## src/rtl/hex_scan_ctrl_pkg.sv

```systemverilog
// -----------------------------------------------------------------------------
// hex_scan_ctrl_pkg
//   Shared definitions for the multiplexed hex display scan controller:
//   scan state encoding, nibble width, the all-deselected select pattern
//   and a counter-width helper.
// -----------------------------------------------------------------------------
package hex_scan_ctrl_pkg;

  localparam int NIB_W      = 4;
  localparam int MAX_DIGITS = 8;

  // Common-anode selects are active low, so "nothing lit" is all ones.
  // Sized for the largest supported digit count; users slice the low bits.
  localparam logic [MAX_DIGITS-1:0] SEL_OFF = '1;

  typedef enum logic [1:0] {
    ST_OFF  = 2'd0,
    ST_SCAN = 2'd1,
    ST_GAP  = 2'd2
  } scan_state_e;

  // Width of a counter that must hold 0..mod-1 (at least one bit).
  function automatic int cnt_w(input int mod);
    return (mod > 1) ? $clog2(mod) : 1;
  endfunction

endpackage

```

## src/rtl/hex_scan_ctrl_tick.sv

```systemverilog
// -----------------------------------------------------------------------------
// scan_tick_gen
//   Modulo-MOD counter with synchronous clear and a terminal-count flag.
//   Used for both the per-digit slot timer and the dead-time gap timer.
//
//   Ports
//     clk    : clock, rising edge
//     rst_n  : asynchronous active-low reset
//     en     : advance the count this cycle
//     clr    : force the count back to zero (wins over en)
//     tc     : high while enabled and the count sits at MOD-1; the counter
//              wraps to zero on that same edge
// -----------------------------------------------------------------------------
module scan_tick_gen
  import hex_scan_ctrl_pkg::*;
#(
  parameter int MOD = 4
) (
  input  logic clk,
  input  logic rst_n,
  input  logic en,
  input  logic clr,
  output logic tc
);

  localparam int CW = cnt_w(MOD);
  localparam logic [CW-1:0] LAST = CW'(MOD - 1);

  logic [CW-1:0] cnt;

  always_ff @(posedge clk or negedge rst_n) begin
    if (!rst_n) begin
      cnt <= '0;
    end else if (clr) begin
      cnt <= '0;
    end else if (en) begin
      if (cnt == LAST) cnt <= '0;
      else             cnt <= cnt + 1'b1;
    end
  end

  assign tc = en && (cnt == LAST);

endmodule

```

## src/rtl/hex_scan_ctrl.sv

```systemverilog
// -----------------------------------------------------------------------------
// hex_scan_ctrl
//   Time-multiplexed scan controller sharing one external hex-to-7-segment
//   decoder across NUM_DIGITS common-anode digits. Each digit is selected for
//   REFRESH_DIV cycles, followed by GAP_CYCLES of all-deselected dead time to
//   stop ghosting. The shown value is double-buffered: a Load/Ready handshake
//   fills a pending register, which is copied to the display register only at
//   a frame boundary (the gap that wraps back to digit 0) or while off, so a
//   frame never mixes old and new digits.
//
//   Ports
//     clock   : clock, rising edge
//     resetn  : asynchronous active-low reset
//     enable  : 1 = scanning, 0 = display off
//     lzs     : 1 = leading-zero suppression (sampled live)
//     value   : new display value, digit i = value[4i+3:4i]
//     load    : request to capture value
//     ready   : 1 = a load is accepted this cycle
//     nibble  : digit code for the shared decoder
//     blank   : 1 = decoder output must be forced dark
//     sel     : active-low one-hot digit enables
//   All outputs are registered.
// -----------------------------------------------------------------------------
module hex_scan_ctrl
  import hex_scan_ctrl_pkg::*;
#(
  parameter int NUM_DIGITS  = 4,
  parameter int REFRESH_DIV = 50000,
  parameter int GAP_CYCLES  = 2
) (
  input  logic                        clock,
  input  logic                        resetn,
  input  logic                        enable,
  input  logic                        lzs,
  input  logic [NIB_W*NUM_DIGITS-1:0] value,
  input  logic                        load,
  output logic                        ready,
  output logic [NIB_W-1:0]            nibble,
  output logic                        blank,
  output logic [NUM_DIGITS-1:0]       sel
);

  localparam int IW = cnt_w(NUM_DIGITS);
  localparam logic [IW-1:0] LAST_IDX = IW'(NUM_DIGITS - 1);
  localparam logic [NUM_DIGITS-1:0] SEL_NONE = SEL_OFF[NUM_DIGITS-1:0];

  typedef logic [NUM_DIGITS-1:0][NIB_W-1:0] digits_t;

  scan_state_e state, state_n;
  logic [IW-1:0] idx, idx_n;

  digits_t disp, disp_n, pend;
  logic    pend_vld;

  logic slot_run, gap_run;
  logic slot_tc, gap_tc;
  logic load_acc, wrap, xfer;

  logic [NUM_DIGITS-1:0] zero_hi;
  logic                  run_zero;
  logic [NUM_DIGITS-1:0] sel_n;
  logic                  supp_n;

  // ---------------------------------------------------------------------------
  // Slot and gap timers. Each is held clear outside its own state, so it
  // always starts from zero when its state is entered.
  // ---------------------------------------------------------------------------
  assign slot_run = enable && (state == ST_SCAN);
  assign gap_run  = enable && (state == ST_GAP);

  scan_tick_gen #(.MOD(REFRESH_DIV)) u_slot (
    .clk   (clock),
    .rst_n (resetn),
    .en    (slot_run),
    .clr   (!slot_run),
    .tc    (slot_tc)
  );

  scan_tick_gen #(.MOD(GAP_CYCLES)) u_gap (
    .clk   (clock),
    .rst_n (resetn),
    .en    (gap_run),
    .clr   (!gap_run),
    .tc    (gap_tc)
  );

  // ---------------------------------------------------------------------------
  // Next-state logic
  // ---------------------------------------------------------------------------
  always_comb begin
    state_n = state;
    idx_n   = idx;
    if (!enable) begin
      state_n = ST_OFF;
      idx_n   = '0;
    end else begin
      case (state)
        ST_OFF: begin
          state_n = ST_SCAN;
          idx_n   = '0;
        end
        ST_SCAN: begin
          if (slot_tc) state_n = ST_GAP;
        end
        ST_GAP: begin
          if (gap_tc) begin
            state_n = ST_SCAN;
            idx_n   = (idx == LAST_IDX) ? '0 : idx + 1'b1;
          end
        end
        default: begin
          state_n = ST_OFF;
          idx_n   = '0;
        end
      endcase
    end
  end

  // ---------------------------------------------------------------------------
  // Handshake and double buffer. Ready is the inverse of the pending flag, so
  // a load can never collide with a transfer: a transfer needs pending set,
  // which already holds ready low.
  // ---------------------------------------------------------------------------
  assign load_acc = load && ready;
  assign wrap     = gap_run && gap_tc && (idx == LAST_IDX);
  assign xfer     = pend_vld && (wrap || (state == ST_OFF));
  assign disp_n   = xfer ? pend : disp;

  // Digit i is a suppression candidate when it and every digit above it are
  // zero. Computed on the value that will be on display next cycle so the
  // first digit-0 slot after a transfer already reflects the new value.
  always_comb begin
    zero_hi  = '0;
    run_zero = 1'b1;
    for (int i = NUM_DIGITS - 1; i >= 0; i--) begin
      run_zero   = run_zero && (disp_n[i] == '0);
      zero_hi[i] = run_zero;
    end
  end

  // Digit 0 is never suppressed, so a zero value still shows one "0".
  assign supp_n = lzs && (idx_n != '0) && zero_hi[idx_n];

  always_comb begin
    sel_n        = SEL_NONE;
    sel_n[idx_n] = 1'b0;
  end

  // ---------------------------------------------------------------------------
  // State, buffers and registered outputs
  // ---------------------------------------------------------------------------
  always_ff @(posedge clock or negedge resetn) begin
    if (!resetn) begin
      state    <= ST_OFF;
      idx      <= '0;
      disp     <= '0;
      pend     <= '0;
      pend_vld <= 1'b0;
      ready    <= 1'b1;
      nibble   <= '0;
      blank    <= 1'b1;
      sel      <= SEL_NONE;
    end else begin
      state <= state_n;
      idx   <= idx_n;
      disp  <= disp_n;

      if (load_acc) begin
        pend     <= value;
        pend_vld <= 1'b1;
        ready    <= 1'b0;
      end else if (xfer) begin
        pend_vld <= 1'b0;
        ready    <= 1'b1;
      end

      // Outputs track the state being entered, so they line up with it.
      if (state_n == ST_SCAN) begin
        sel    <= sel_n;
        nibble <= disp_n[idx_n];
        blank  <= supp_n;
      end else begin
        // OFF and GAP: everything dark, nibble held.
        sel   <= SEL_NONE;
        blank <= 1'b1;
      end
    end
  end

endmodule

```

## config.mk

```make
export PLATFORM = sky130hd
export DESIGN_NAME = hex_scan_ctrl
export DESIGN_NICKNAME = d
export VERILOG_FILES = /design/src/rtl/hex_scan_ctrl_pkg.sv /design/src/rtl/hex_scan_ctrl_tick.sv /design/src/rtl/hex_scan_ctrl.sv
export SDC_FILE = /design/constraint.sdc
export NUM_CORES = 1
export LEC_CHECK = 0
export ABC_AREA = 0
export BUFFER_PORTS_ARGS = -buffer_cell sky130_fd_sc_hd__clkbuf_2
export CAP_MARGIN = 20
export CORE_MARGIN = 3
export CORE_UTILIZATION = 24
export CTS_CLUSTER_DIAMETER = 120
export DETAILED_ROUTE_END_ITERATION = 6
export GPL_TIMING_DRIVEN = 0
export PLACE_DENSITY_LB_ADDON = 0.08
export SLEW_MARGIN = 10
export SYNTH_ARGS = -nofsm -noshare
export SYNTH_HDL_FRONTEND = slang
export SYNTH_HIERARCHICAL = 1
export SYNTH_SLANG_ARGS = --single-unit
```

## constraint.sdc

```tcl
create_clock -name clock -period 2.4 [get_ports clock]
set_input_delay 0.48 -clock clock [delete_from_list [all_inputs] [get_ports clock]]
set_output_delay 0.48 -clock clock [all_outputs]
set_load 0.1 [all_outputs]
```

==> results.toml <==
[logic_synthesis]
synth_seq_area_share = 0.500
synth_seq_cells = 64
ys_warn_count = 6
synth_area_leaders = "dfrtp_1 (45%), mux2_2 (10%), dfstp_2 (4.9%), ha_1 (2.3%), nor2_1 (2.3%)"
syn_area_um2 = 3220
synth_top_area_share = 0.451
synth_fp_nets = 294
synth_area_leader_cell = "dfrtp_1"
avgSynthCellArea_um2 = 12.1
post-synth-top-count-cell = "dfrtp_1"
yosys-top-cells-count = "dfrtp_1 (58), mux2_2 (29), nor2_1 (20)"
ys_types = 62
syn-instance-count = 267
synth_edf_count = 0
yosys_most_used_dff = "dfrtp_1"
async_flop_share = 1.00

[clock_tree]
clkTransAtPathRegs_ps = 60
cts_buffers = 9
ctsHoldBuffers = 0
tritoncts = "built"
clockBufferDepth = 2
cts.sinks = 64
h-tree-depth = 3
worstSkewPairLatency_ps = 340
cts_root_buf = "clkbuf_16"

[place]
dp_hpwl_um = 5590
dp.cells = 469
port_buffers = 29
gp_congestion = 0.775

[die]
core_area_um2 = 12900
fp.dieW_um = 122
initial_core_util = 0.250
ios = 31
row_count = 41
die_h_um = 122
dieArea_um2 = 14800

[timing]
drv_slew = 0
slew_headroom = 0.585
tightest_slew_ps = 623
finalSetupViolations = 0
fmax_ghz = 0.430
post-route-period-util = 0.969
finalCriticalPeriod_ps = 2330
clock_skew_ps = 8.46
setup_tns_ps = 0
hold_violations = 0

[drt]
vias_per_cell = 4.66
wire_per_inst_um = 15.7
wirelength_um = 7840
drc = 0
vias = 2330
ant_nets = 0
drt_iter0_drc = 96
drt-pass1-iter-count = 5

[status]
status = "finished clean"

[global_route]
antenna_found_initial = 0
grt_overflow_total = 0
grt_pass1_vias = 2432
grt_pass1_wl_um = 13000
grt_max_degree = 44
track_usage = 0.116

[critical_path]
critPathRequiredTime_ps = 2620
endpoint_kind = "flip-flop"
crit_arrival_ps = 2540
r2r_slack_ps = 70
cp_max_fo = 6
start_kind = "flip-flop"
crit_type = "reg -> reg"

[flow_run]
cap_violations = 0

[worst_hold_path]
min_path_type = "in -> async"

[final_layout]
instances_no_fill = 500
num-nets-final = 350
drive_gt1_frac = 0.436
antennaDiodeCount = 0
area_growth_pct = 30.5

[power]
vdd_drop_max_mv = 0.667
p_per_area_nw_per_um2 = 1010
p_leak_uw = 0.00172
==> area by class of cell <==
cell class                 count  area (um2)
fill                        1297        8680
multi-input combinational    186        1640
tap                          172         215
clock buffer                   9         225
clock inverter                 7        96.3
timing repair buffer          46         308
sequential                    64        1610
inverter                      10        41.3
buffer                         6        65.1
==> sequential cells by signal, indices dropped and copies added, names as in the netlist <==
signal,count
blank,1
disp,16
idx,2
nibble,4
pend,16
pend_vld,1
ready,1
sel,4
state,2
u_gap/cnt,1
u_slot/cnt,16
==> layer usage <==
metal | track usage | share of wire | vias to the layer above
li1 | - | - | 1116
met1 | 0.159 | 0.49 | 1163
met2 | 0.166 | 0.45 | 41
met3 | 0.0371 | 0.046 | 10
met4 | 0.0525 | 0.015 | 0
met5 | 0 | 0 | -
==> placed cells by master (no fill, tap or decap), types with 3 or more instances in the layout <==
| cell type | netlist | final |
|---|---|---|
| mux2_2 | 29 | 29 |
| xor2_1 | 4 | 4 |
| mux2_4 | 2 | 3 |
| and3_1 | 5 | 5 |
| a21oi_1 | 3 | 3 |
| nor2_1 | 20 | 18 |
| nand4_1 | 8 | 8 |
| o21ai_0 | 5 | 3 |
| dfstp_2 | 6 | 6 |
| mux4_2 | 3 | 3 |
| clkbuf_2 | 0 | 28 |
| a32oi_1 | 3 | 3 |
| a22o_1 | 3 | 3 |
| dfrtp_1 | 58 | 57 |
| a31oi_1 | 4 | 4 |
| buf_4 | 0 | 15 |
| inv_1 | 10 | 7 |
| clkbuf_16 | 0 | 9 |
| a41oi_1 | 3 | 3 |
| nand2_1 | 15 | 14 |
| nand3_1 | 5 | 4 |
| o21ai_1 | 6 | 6 |
| a22oi_2 | 0 | 3 |
| buf_12 | 0 | 3 |
| nor4_1 | 6 | 6 |
| ha_1 | 6 | 3 |
| clkinvlp_4 | 0 | 4 |
| xnor2_1 | 7 | 7 |
==> worst paths after layout <==
path / start / to / cells past startpoint
worst max-delay path: state[0] / nibble[0] / 10
min in group clock: load / ready / 2
max in group asynchronous: resetn / sel[2] / 2
worst max register to register: state[0] / nibble[0] / 10
worst min-delay path: resetn / u_slot/cnt[8] / 1
worst min register to register: ready / ready / 1
==> stage by stage <==
step | util | hold slack, ps | power [uW] | cell area (um2) | worst slack, ps
floorplan | - | 184 | 2460 | 3230 | 12.7
global placement | 0.279 | 482 | 2730 | 3590 | -402
detailed placement | 0.281 | 436 | 2750 | 3620 | -394
CTS | 0.320 | 66.7 | 4270 | 4120 | 2.27
global route | 0.326 | 83.2 | 4490 | 4200 | -3.64
finish | 0.326 | 70.9 | 4230 | 4200 | 74.6
==> power by group <==
part	switching [uW]	internal (uW)	leakage, uW
registers	233	1410	0.000805
clock network	507	908	0.000148
logic	670	509	0.000772
total	1410	2820	0.00172
==> what timing repair did <==
item                       4_1_cts  5_1_grt
pin swaps                        6        6
setup endpoints to repair       13        5
resized for setup               24       12
hold endpoints to repair         0        0
buffers inserted                 9        7
cloned                           0        0
==> logic make-up (layout without fill, tap and decap cells) <==
family                   Yosys count  in the layout  synth area share
AND/OR/NAND/NOR                   85             85             0.161
multiplexers                      38             38             0.145
AO/OA/AOI/OAI                     46             46             0.114
flip-flops                        64             64             0.500
adder cells (fa/ha/maj)            6              6            0.0233
XOR/XNOR                          11             11            0.0299
buffers and inverters             17             78            0.0260
==> worst max-delay path, cell delays in order (launching register included) <==
cell and delay [ps]:
dfrtp_1 370, inv_2 60, buf_4 130, buf_4 120
ha_1 250, a41o_4 290, nand2_8 100, buf_12 130
mux4_2 510, a22oi_1 150, o21ai_1 90
(Power assumes the default switching activity.)
